**src/rtl/fetch_sequencer.sv**
```systemverilog
// Instruction fetch sequencer: walks the PC through word-addressed memory and queues
// {pc, instr} pairs into a 2-entry buffer for decode; stops at a zero word, restarts on redirect.
module fetch_sequencer #(
  parameter logic [31:0] RESET_PC = 32'h0000_0000
) (
  input  logic        clk,
  input  logic        rst,
  output logic [31:0] imem_addr,
  input  logic [31:0] imem_instr,
  input  logic        redirect_valid,
  input  logic [31:0] redirect_pc,
  output logic        out_valid,
  input  logic        out_ready,
  output logic [31:0] out_instr,
  output logic [31:0] out_pc,
  output logic        halted,
  output logic [31:0] fetch_count
);

  typedef enum logic [1:0] {StBoot, StRun, StDone} state_e;

  state_e      state_q;
  logic [31:0] pc_q;
  logic [1:0]  count_q;
  logic [31:0] pc0_q, instr0_q, pc1_q, instr1_q;
  logic [31:0] fetch_count_q;

  logic redirect, pop, push, zero_word;

  always_comb begin
    redirect  = redirect_valid && (state_q != StBoot);
    pop       = (count_q != 2'd0) && out_ready;
    zero_word = (imem_instr == 32'h0000_0000);
    push      = (state_q == StRun) && !redirect_valid && !zero_word &&
                ((count_q != 2'd2) || pop);
  end

  always_ff @(posedge clk) begin
    if (rst) begin
      state_q       <= StBoot;
      pc_q          <= {RESET_PC[31:2], 2'b00};
      count_q       <= 2'd0;
      pc0_q         <= 32'h0;
      instr0_q      <= 32'h0;
      pc1_q         <= 32'h0;
      instr1_q      <= 32'h0;
      fetch_count_q <= 32'h0;
    end else if (redirect) begin
      // Any coincident pop is already accepted by decode; the flush drops the rest.
      state_q <= StRun;
      pc_q    <= {redirect_pc[31:2], 2'b00};
      count_q <= 2'd0;
    end else begin
      unique case (state_q)
        StBoot:  state_q <= StRun;
        StRun:   if (zero_word) state_q <= StDone;
        default: state_q <= state_q;
      endcase

      // Entry 0 is always the head; entry 1 is only meaningful at count 2.
      unique case ({push, pop})
        2'b10: begin
          if (count_q == 2'd0) begin
            pc0_q    <= pc_q;
            instr0_q <= imem_instr;
          end else begin
            pc1_q    <= pc_q;
            instr1_q <= imem_instr;
          end
          count_q <= count_q + 2'd1;
        end
        2'b01: begin
          pc0_q    <= pc1_q;
          instr0_q <= instr1_q;
          count_q  <= count_q - 2'd1;
        end
        2'b11: begin
          if (count_q == 2'd1) begin
            pc0_q    <= pc_q;
            instr0_q <= imem_instr;
          end else begin
            pc0_q    <= pc1_q;
            instr0_q <= instr1_q;
            pc1_q    <= pc_q;
            instr1_q <= imem_instr;
          end
        end
        default: count_q <= count_q;
      endcase

      if (push) begin
        pc_q          <= pc_q + 32'd4;
        fetch_count_q <= fetch_count_q + 32'd1;
      end
    end
  end

  assign imem_addr   = pc_q;
  assign out_valid   = (count_q != 2'd0);
  assign out_pc      = pc0_q;
  assign out_instr   = instr0_q;
  assign halted      = (state_q == StDone);
  assign fetch_count = fetch_count_q;

endmodule
```
**config.mk**
```make
export PLATFORM = sky130hd
export DESIGN_NAME = fetch_sequencer
export DESIGN_NICKNAME = d
export VERILOG_FILES = /design/src/rtl/fetch_sequencer.sv
export SDC_FILE = /design/constraint.sdc
export NUM_CORES = 1
export LEC_CHECK = 0
export ABC_CLOCK_PERIOD_IN_PS = 6500
export CAP_MARGIN = 20
export CORE_ASPECT_RATIO = 1.5
export CORE_UTILIZATION = 35
export DETAILED_ROUTE_END_ITERATION = 6
export PLACE_DENSITY_LB_ADDON = 0.25
export SYNTH_ARGS = -nofsm -noshare
export SYNTH_HDL_FRONTEND = slang
export SYNTH_SLANG_ARGS = --single-unit
```
**constraint.sdc**
```tcl
create_clock -name clk -period 6.5 [get_ports clk]
set_clock_uncertainty 0.15 [all_clocks]
set_input_delay 0.975 -clock clk [delete_from_list [all_inputs] [get_ports clk]]
set_output_delay 0.975 -clock clk [all_outputs]
set_load 0.01 [all_outputs]
```
==> results.py, run 1 <==
metrics = {
    "clock_network": {
        "numCtsBuffers": 17,
        "cts.repair.resized": 0,
        "cts-hold-fix-buffers": 0,
        "clkSlewWorstSetupHoldPaths_ns": 0.07,
        "cts_tree": "built",
        "cts_setup_buffers": 0,
        "clock_sinks": 190,
        "cts-htree-levels": 4,
        "clkLatencyLatePin_ns": 0.44,
        "clock_path_buffers": 2,
        "cts-root-buf": "clkbuf_16",
    },
    "sta": {
        "fin_crit_ns": 3.780,
        "grt_setup_unrepaired": "no",
        "period_share": 0.5815,
        "slew_headroom": 0.3296,
        "drv_slew": 0,
        "setup_viol": 0,
        "setup_tns_ns": 0,
        "hold_violations": 0,
        "fmax_mhz": 264.6,
        "holdWs_ns": 0.3159,
        "worst_pin_slew_ns": 1.001,
    },
    "yosys": {
        "ys_ff_latch": 190,
        "synth_cell_types": 65,
        "synth.cell_area_sq_um": 9629,
        "syn_inst": 1239,
        "synth.top_cell.area_share": 0.3950,
        "seq_area_frac_synth": 0.3950,
        "ys_top_cells_by_count": "209 x nand2_1, 190 x dfxtp_1, 125 x a21oi_1",
        "postSynthAreaPerCell_sq_um": 7.772,
        "synth_edf_count": 0,
        "synth_ff_type": "dfxtp_1",
        "synth_most_common_cell": "nand2_1",
        "yosys.area.top_type": "dfxtp_1",
        "synthTopCellsByArea": "dfxtp_1 40%, nand2_1 8.1%, a21oi_1 6.5%",
        "async_reset_ff_frac": 0,
        "synth_warnings": 0,
    },
    "placed_design": {
        "gp_congestion": 0.7870,
        "placed_cells": 1665,
        "portBuffers": 191,
        "post-dp-hpwl_microns": 19750,
    },
    "cells_and_area": {
        "diodes": 0,
        "drive_gt1_frac": 0.05904,
        "final_cells": 1697,
        "syn2layout_area_growth_pct": 26.72,
        "finish.net_count": 1415,
    },
    "worst_setup_path": {
        "cp_max_fo": 32,
        "crit_path_frequent_cell": "buf_4",
        "slowest_delay_ns": 0.58,
        "crit_path_cell_trace": "clkdlybuf4s50_1 -> nor4_1 -> nand4_1 -> buf_4 -> o21ai_2 -> buf_4 -> nand3_1 -> a311oi_1",
        "r2r-end": "imem_addr[27]$_SDFFE_PP0P_",
        "crit_slowest_cell": "nand4_1",
        "r2r_start": "count_q[0]$_SDFFE_PP0P_",
        "r2r_setup_slack_ns": 3.61,
        "start_kind": "input port",
        "required_ns": 6.69,
        "r2r_cells": 7,
        "critical_path_class": "in -> reg",
        "cp-end-kind": "register",
        "arrival_ns": 3.97,
    },
    "global_routing": {
        "antenna_found_initial": 0,
        "first_global_vias": 9340,
        "grt_use_total": 0.2245,
        "grt_max_degree": 104,
        "grt_overflow": 0,
        "grt_pass1_wl_microns": 49540,
    },
    "floorplanning": {
        "io_pins": 198,
        "die_h_microns": 205.1,
        "die-area_sq_um": 28190,
        "core_sq_um": 27130,
        "initial_utilization": 0.3549,
        "std_cell_rows": 74,
        "die_x_microns": 137.4,
    },
    "worst_hold_path": {
        "hp-class": "reg -> reg",
        "holdPathEnd": "pc1_q[31]$_SDFFE_PP0P_",
        "hold_depth": 2,
        "holdCritStartpoint": "pc1_q[31]$_SDFFE_PP0P_",
    },
    "power_and_ir_drop": {
        "p_leak_uw": 0.003732,
        "vdd_drop_max_mv": 0.1841,
        "power_uw": 3906,
        "power_density_nw_per_um2": 320.1,
    },
    "detailed_routing": {
        "vias": 9852,
        "drc_errors": 0,
        "first_pass_iters": 5,
        "first_iter_violations": 646,
        "avgRoutedWirePerCell_microns": 18.59,
        "viasPerCell": 5.806,
        "ant_nets": 0,
        "wirelength_microns": 31540,
    },
    "job": {
        "maxCapViolations": 0,
    },
    "run_status": {
        "status": "finished, final reports clean",
    },
}
state kept, by name, summed over array words and instances, names as in the netlist:
signal       flops
imem_addr       30
pc1_q           30
count_q          2
state_q          2
out_pc          30
out_instr       32
fetch_count     32
instr1_q        32
through the flow:
step	util	setup WS [ns]	instance area (sq um)
after floorplan	-	3.717	9641
after global placement	0.4280	2.355	11610
after detailed placement	0.4280	2.344	11610
after CTS	0.4498	2.812	12200
after global routing	0.4498	2.502	12200
final	0.4498	2.720	12200
layout make-up:
class | count | area (sq um)
clock buffer | 20 | 456.7
timing repair buffer | 212 | 2071
sequential | 190 | 3804
fill | 2747 | 14930
tap | 342 | 427.9
multi-input combinational | 906 | 5253
clock inverter | 12 | 133.9
inverter | 15 | 56.30
worst max-delay path, delay by kind of cell:
| kind | cells | cell delay, ns |
|---|---|---|
| buf+inv | 3 | 1.26 |
| simple gates | 3 | 1.25 |
| compound gates | 2 | 0.46 |
kinds of logic (layout without fill, tap and decap cells):
kind of cell	count (synthesis)	after routing	synth area share
and+or+nand+nor	525	525	0.2665
AOI/OAI and AO/OA	354	354	0.2495
DFF	190	190	0.3950
buffers and inverters	146	259	0.06367
muxes	11	11	0.01208
xor gates and xnor gates	7	7	0.006367
adders and majority gates	5	5	0.006497
other	1	4	0.0003894
power by group:
part | leakage, uW | total [uW] | switching (uW) | internal (uW)
Combinational | 0.00190 | 1330 | 740 | 589
Clock | 0.000288 | 1080 | 487 | 592
Sequential | 0.00155 | 1500 | 145 | 1350
layer usage:
metal  up-vias  wire [microns]  global-route usage
met5         -               0                   0
met4         0             699             0.08595
met3        40            1750             0.03440
met2       321           15830              0.3907
met1      4675           13270              0.2729
li1       4816               -                   -
how the worst max path moves through the flow:
| stage | start | end | depth (start not counted) |
|---|---|---|---|
| final | imem_instr[13] | out_instr[31]$_SDFFE_PP0P_ | 8 |
| after global routing | imem_instr[13] | pc1_q[18]$_SDFFE_PP0P_ | 8 |
| after CTS | imem_instr[13] | pc1_q[6]$_SDFFE_PP0P_ | 8 |
| after detailed placement | imem_instr[13] | out_instr[1]$_SDFFE_PP0P_ | 8 |
| after global placement | imem_instr[13] | pc1_q[4]$_SDFFE_PP0P_ | 8 |
| after floorplan | imem_instr[29] | out_pc[10]$_SDFFE_PP0P_ | 8 |
cells in the final DEF, fill, tap and decap left out, types with 32 or more instances in the layout:
cell             instances
dfxtp_1                190
nand3_1                 66
a21oi_1                125
nand2_1                209
clkdlybuf4s50_1        190
a311oi_1                59
a22oi_1                 35
a31oi_1                 45
and3_1                  32
nor3_1                  88
(Power assumes the default switching activity.)
==> run 2: changes to the inputs <==
ABC_CLOCK_PERIOD_IN_PS = 3100   (was 6500)
clock period = 3.1 ns   (was 6.5 ns; I/O delays follow)
==> results.py, run 2 (synthesis results as in run 1) <==
metrics = {
    "sta": {
        "drv_slew": 0,
        "setup_viol": 0,
        "worst_pin_slew_ns": 0.9070,
        "fin_crit_ns": 2.726,
        "hold_violations": 0,
        "fmax_mhz": 366.9,
        "period_share": 0.8792,
        "grt_setup_unrepaired": "no",
        "slew_headroom": 0.3938,
    },
    "cells_and_area": {
        "most-common-layout-cells": "209 x nand2_1, 190 x dfxtp_1, 190 x clkdlybuf4s50_1, 125 x a21oi_1, 88 x nor3_1",
        "final_util": 0.4666,
        "multi_input_area_sq_um": 5245,
        "drive_gt1_frac": 0.08543,
        "diodes": 0,
        "syn2layout_area_growth_pct": 31.46,
        "postLayoutCellArea_sq_um": 12660,
        "regArea_sq_um": 3804,
        "layout_commonest_cell": "nand2_1",
        "fill_cells": 2682,
        "finish.net_count": 1453,
    },
    "clock_network": {
        "numCtsBuffers": 17,
        "cts-hold-fix-buffers": 0,
        "cts.repair.resized": 0,
        "clkSlewWorstSetupHoldPaths_ns": 0.08,
        "clock_path_buffers": 2,
        "clock_sinks": 190,
        "cts_setup_buffers": 0,
        "cts-htree-levels": 4,
        "clkLatencyLatePin_ns": 0.44,
        "cts-root-buf": "clkbuf_16",
        "cts_tree": "built",
    },
    "power_and_ir_drop": {
        "vdd_drop_max_mv": 0.4268,
        "power_uw": 8458,
        "power_density_nw_per_um2": 668.2,
        "p_leak_uw": 0.003991,
    },
    "detailed_routing": {
        "ant_nets": 0,
        "wirelength_microns": 31920,
        "avgRoutedWirePerCell_microns": 18.40,
        "viasPerCell": 5.819,
        "drc_errors": 0,
        "vias": 10100,
        "first_iter_violations": 731,
        "first_pass_iters": 5,
    },
    "worst_setup_path": {
        "slowest_delay_ns": 0.67,
        "r2r_setup_slack_ns": 0.43,
        "r2r_cells": 6,
        "cp-end-kind": "register",
        "crit_path_cell_trace": "clkdlybuf4s50_1 -> nor4_1 -> buf_4 -> and4_1 -> a2111oi_4 -> buf_4 -> nor3_1 -> a311oi_1",
        "r2r_start": "imem_addr[2]$_SDFFE_PP0P_",
        "arrival_ns": 2.92,
        "crit_path_frequent_cell": "buf_4",
        "critical_path_class": "in -> reg",
        "r2r-end": "imem_addr[26]$_SDFFE_PP0P_",
        "start_kind": "input port",
        "cp_max_fo": 62,
        "required_ns": 3.30,
        "crit_slowest_cell": "buf_4",
    },
    "global_routing": {
        "grt_pass1_wl_microns": 50120,
        "grt_max_degree": 149,
        "antenna_found_initial": 0,
        "first_global_vias": 9496,
        "grt_overflow": 0,
        "grt_use_total": 0.2277,
    },
    "floorplanning": {
        "initial_utilization": 0.3549,
        "io_pins": 198,
        "core_sq_um": 27130,
        "die-area_sq_um": 28190,
        "die_h_microns": 205.1,
        "std_cell_rows": 74,
        "die_x_microns": 137.4,
    },
    "worst_hold_path": {
        "holdPathEnd": "imem_addr[20]$_SDFFE_PP0P_",
        "holdCritStartpoint": "rst",
        "hp-class": "in -> reg",
        "hold_depth": 2,
    },
    "placed_design": {
        "portBuffers": 191,
        "placed_cell_area_sq_um": 12030,
        "gp_congestion": 0.8010,
        "post-dp-hpwl_microns": 20150,
    },
    "run_status": {
        "status": "finished, final reports clean",
    },
    "job": {
        "maxCapViolations": 0,
    },
}
[run 2: worst max-delay path, delay by kind of cell]
family / cells / cell delay, ns
buffers and inverters: 3 / 1.33
and+or+nand+nor: 3 / 0.46
AOI/OAI and AO/OA: 2 / 0.61
[run 2: worst max-delay path by stage]
stage	start	end	slack [ns]	cells after the start
2_1_floorplan	count_q[0]$_SDFFE_PP0P_	fetch_count[14]$_SDFFE_PP0P_	0.78	8
5_1_grt	count_q[1]$_SDFFE_PP0P_	imem_addr[25]$_SDFFE_PP0P_	0.20	7
3_3_place_gp	imem_instr[14]	imem_addr[27]$_SDFFE_PP0P_	-0.03	8
4_1_cts	imem_instr[14]	out_instr[11]$_SDFFE_PP0P_	0.40	8
3_5_place_dp	imem_instr[14]	out_pc[15]$_SDFFE_PP0P_	-0.04	8
6_report	imem_instr[14]	out_instr[11]$_SDFFE_PP0P_	0.37	8
[run 2: report_power, final]
| group | total (uW) | internal (uW) | switching [uW] |
|---|---|---|---|
| sequential | 3120 | 2840 | 281 |
| combinational | 2940 | 1330 | 1610 |
| clock | 2400 | 1330 | 1070 |
| total | 8460 | 5490 | 2970 |
[run 2: final cells by class]
type / instances / share of cell area
Clock inverter: 14 / 0.01522
Sequential cell: 190 / 0.3005
Multi-Input combinational cell: 906 / 0.4144
Tap cell: 342 / 0.03380
Timing Repair Buffer: 250 / 0.1970
Inverter: 15 / 0.004448
Clock buffer: 18 / 0.03469
[run 2: through the flow]
step / worst slack, ns / setup TNS [ns] / hold WS (ns) / instances
after floorplan: 0.7792 / 0 / 0.2951 / 1242
after global placement: -0.03085 / -0.07415 / 0.2998 / 1703
after detailed placement: -0.03886 / -0.5810 / 0.3074 / 1703
after CTS: 0.4000 / 0 / 0.1995 / 1735
after global routing: 0.1977 / 0 / 0.2182 / 1735
final: 0.3744 / 0 / 0.2124 / 1735
[run 2: metal layers]
layer  part of all wire  GRT usage  vias up  wire length [microns]
li1                   -          -     4884                      -
met1               0.40     0.2734     4791                  12910
met2               0.51     0.3925      371                  16270
met3              0.062    0.03910       50                   1982
met4              0.024    0.09772        0                    752
met5                  0          0        -                      0
==> run 3: changes to the inputs <==
CORE_UTILIZATION = 47   (was 35)
==> results.py, run 3 (synthesis results as in run 1) <==
metrics = {
    "cells_and_area": {
        "diodes": 0,
        "drive_gt1_frac": 0.07748,
        "layout_commonest_cell": "nand2_1",
        "final_cells": 1641,
        "most-common-layout-cells": "209 x nand2_1, 190 x dfxtp_1, 190 x clkdlybuf4s50_1, 125 x a21oi_1, 88 x nor3_1",
        "finish.net_count": 1442,
        "final_util": 0.6237,
        "syn2layout_area_growth_pct": 29.17,
        "postLayoutCellArea_sq_um": 12440,
    },
    "floorplanning": {
        "die-area_sq_um": 21080,
        "die_x_microns": 118.9,
        "io_pins": 198,
        "core_sq_um": 19940,
        "initial_utilization": 0.4828,
        "die_h_microns": 177.3,
        "std_cell_rows": 63,
    },
    "worst_setup_path": {
        "crit_path_cell_trace": "ha_1 -> nand2_1 -> nor3_1 -> o2111ai_4 -> or4_1 -> a31oi_1",
        "r2r-end": "imem_addr[30]$_SDFFE_PP0P_",
        "start_kind": "register",
        "arrival_ns": 2.97,
        "critical_path_class": "reg -> reg",
        "r2r_cells": 6,
        "crit_slowest_cell": "or4_1",
        "cp_max_fo": 9,
        "r2r_setup_slack_ns": 0.34,
        "r2r_start": "imem_addr[3]$_SDFFE_PP0P_",
        "cp-end-kind": "register",
        "slowest_delay_ns": 0.57,
        "required_ns": 3.32,
    },
    "sta": {
        "holdWs_ns": 0.2380,
        "hold_violations": 0,
        "fin_crit_ns": 2.757,
        "setup_viol": 0,
        "fin_ws_ns": 0.3425,
        "slew_headroom": 0.4026,
        "drv_slew": 0,
        "fmax_mhz": 362.7,
        "grt_setup_unrepaired": "no",
        "worst_pin_slew_ns": 0.8939,
        "period_share": 0.8895,
    },
    "detailed_routing": {
        "avgRoutedWirePerCell_microns": 17.95,
        "first_iter_violations": 1015,
        "ant_nets": 0,
        "wirelength_microns": 29460,
        "vias": 10150,
        "drc_errors": 0,
        "viasPerCell": 6.184,
        "first_pass_iters": 5,
    },
    "clock_network": {
        "cts-hold-fix-buffers": 0,
        "cts-htree-levels": 4,
        "cts_setup_buffers": 0,
        "cts-root-buf": "clkbuf_16",
        "cts.repair.resized": 0,
        "clkSlewWorstSetupHoldPaths_ns": 0.08,
        "clock_sinks": 190,
        "clkLatencyLatePin_ns": 0.44,
        "cts_tree": "built",
        "numCtsBuffers": 17,
        "clock_path_buffers": 2,
    },
    "placed_design": {
        "pre_cts_ws_ns": -0.02500,
        "placed_cells": 1610,
        "placed_cell_area_sq_um": 11870,
        "gp_congestion": 0.8229,
        "portBuffers": 191,
        "post-dp-hpwl_microns": 18580,
    },
    "global_routing": {
        "grt_max_degree": 78,
        "first_global_vias": 9420,
        "grt_pass1_wl_microns": 47790,
        "grt_overflow": 0,
        "grt_use_total": 0.2805,
        "antenna_found_initial": 0,
    },
    "power_and_ir_drop": {
        "p_leak_uw": 0.003915,
        "vdd_drop_max_mv": 0.4692,
        "power_density_nw_per_um2": 660.6,
    },
    "run_status": {
        "status": "finished, final reports clean",
    },
    "worst_hold_path": {
        "holdCritStartpoint": "rst",
        "hold_depth": 2,
        "hp-class": "in -> reg",
        "holdPathEnd": "fetch_count[2]$_SDFFE_PP0P_",
    },
    "job": {
        "maxCapViolations": 0,
    },
}
run 3: how the worst max path moves through the flow:
stage / start / to / slack (ns)
finish: imem_addr[3]$_SDFFE_PP0P_ / imem_addr[30]$_SDFFE_PP0P_ / 0.34
CTS: imem_addr[3]$_SDFFE_PP0P_ / imem_addr[30]$_SDFFE_PP0P_ / 0.38
detailed placement: redirect_valid / imem_addr[31]$_SDFFE_PP0P_ / -0.02
global placement: imem_instr[5] / imem_addr[27]$_SDFFE_PP0P_ / 0.06
floorplan: count_q[0]$_SDFFE_PP0P_ / fetch_count[14]$_SDFFE_PP0P_ / 0.78
global route: imem_addr[3]$_SDFFE_PP0P_ / imem_addr[30]$_SDFFE_PP0P_ / 0.20
run 3: per-layer routing:
metal | up-vias | share of wire | global-route usage
met5 | - | 0 | 0
met4 | 0 | 0.029 | 0.1266
met3 | 65 | 0.063 | 0.04338
met2 | 393 | 0.50 | 0.4751
met1 | 4820 | 0.41 | 0.3503
li1 | 4870 | - | -
run 3: cell type report:
class                      count  area [sq um]
sequential                   190          3804
tap                          260         325.3
timing repair buffer         239          2436
clock inverter                14         146.4
inverter                      15         56.30
fill                        1770          7505
clock buffer                  17         425.4
multi-input combinational    906          5245
run 3: report_power, final:
group | total, uW | switching, uW | internal, uW
Combinational | 2920 | 1580 | 1340
Sequential | 3110 | 275 | 2840
Clock | 2190 | 1050 | 1140
run 3: metrics by stage:
| stage | total power [uW] | TNS [ns] |
|---|---|---|
| 2_1_floorplan | 4722 | 0 |
| 6_report | 8217 | 0 |
| 3_5_place_dp | 6074 | -0.02500 |
| 5_1_grt | 8599 | 0 |
| 4_1_cts | 8227 | 0 |
| 3_3_place_gp | 6027 | 0 |
run 3: worst max-delay path: cells and delay by family, from the launching register on:
family                     cells  cell delay [ns]
AOI/OAI and AO/OA              2             0.47
adders and majority gates      1             0.34
DFF                            1             0.53
and+or+nand+nor                3             1.19
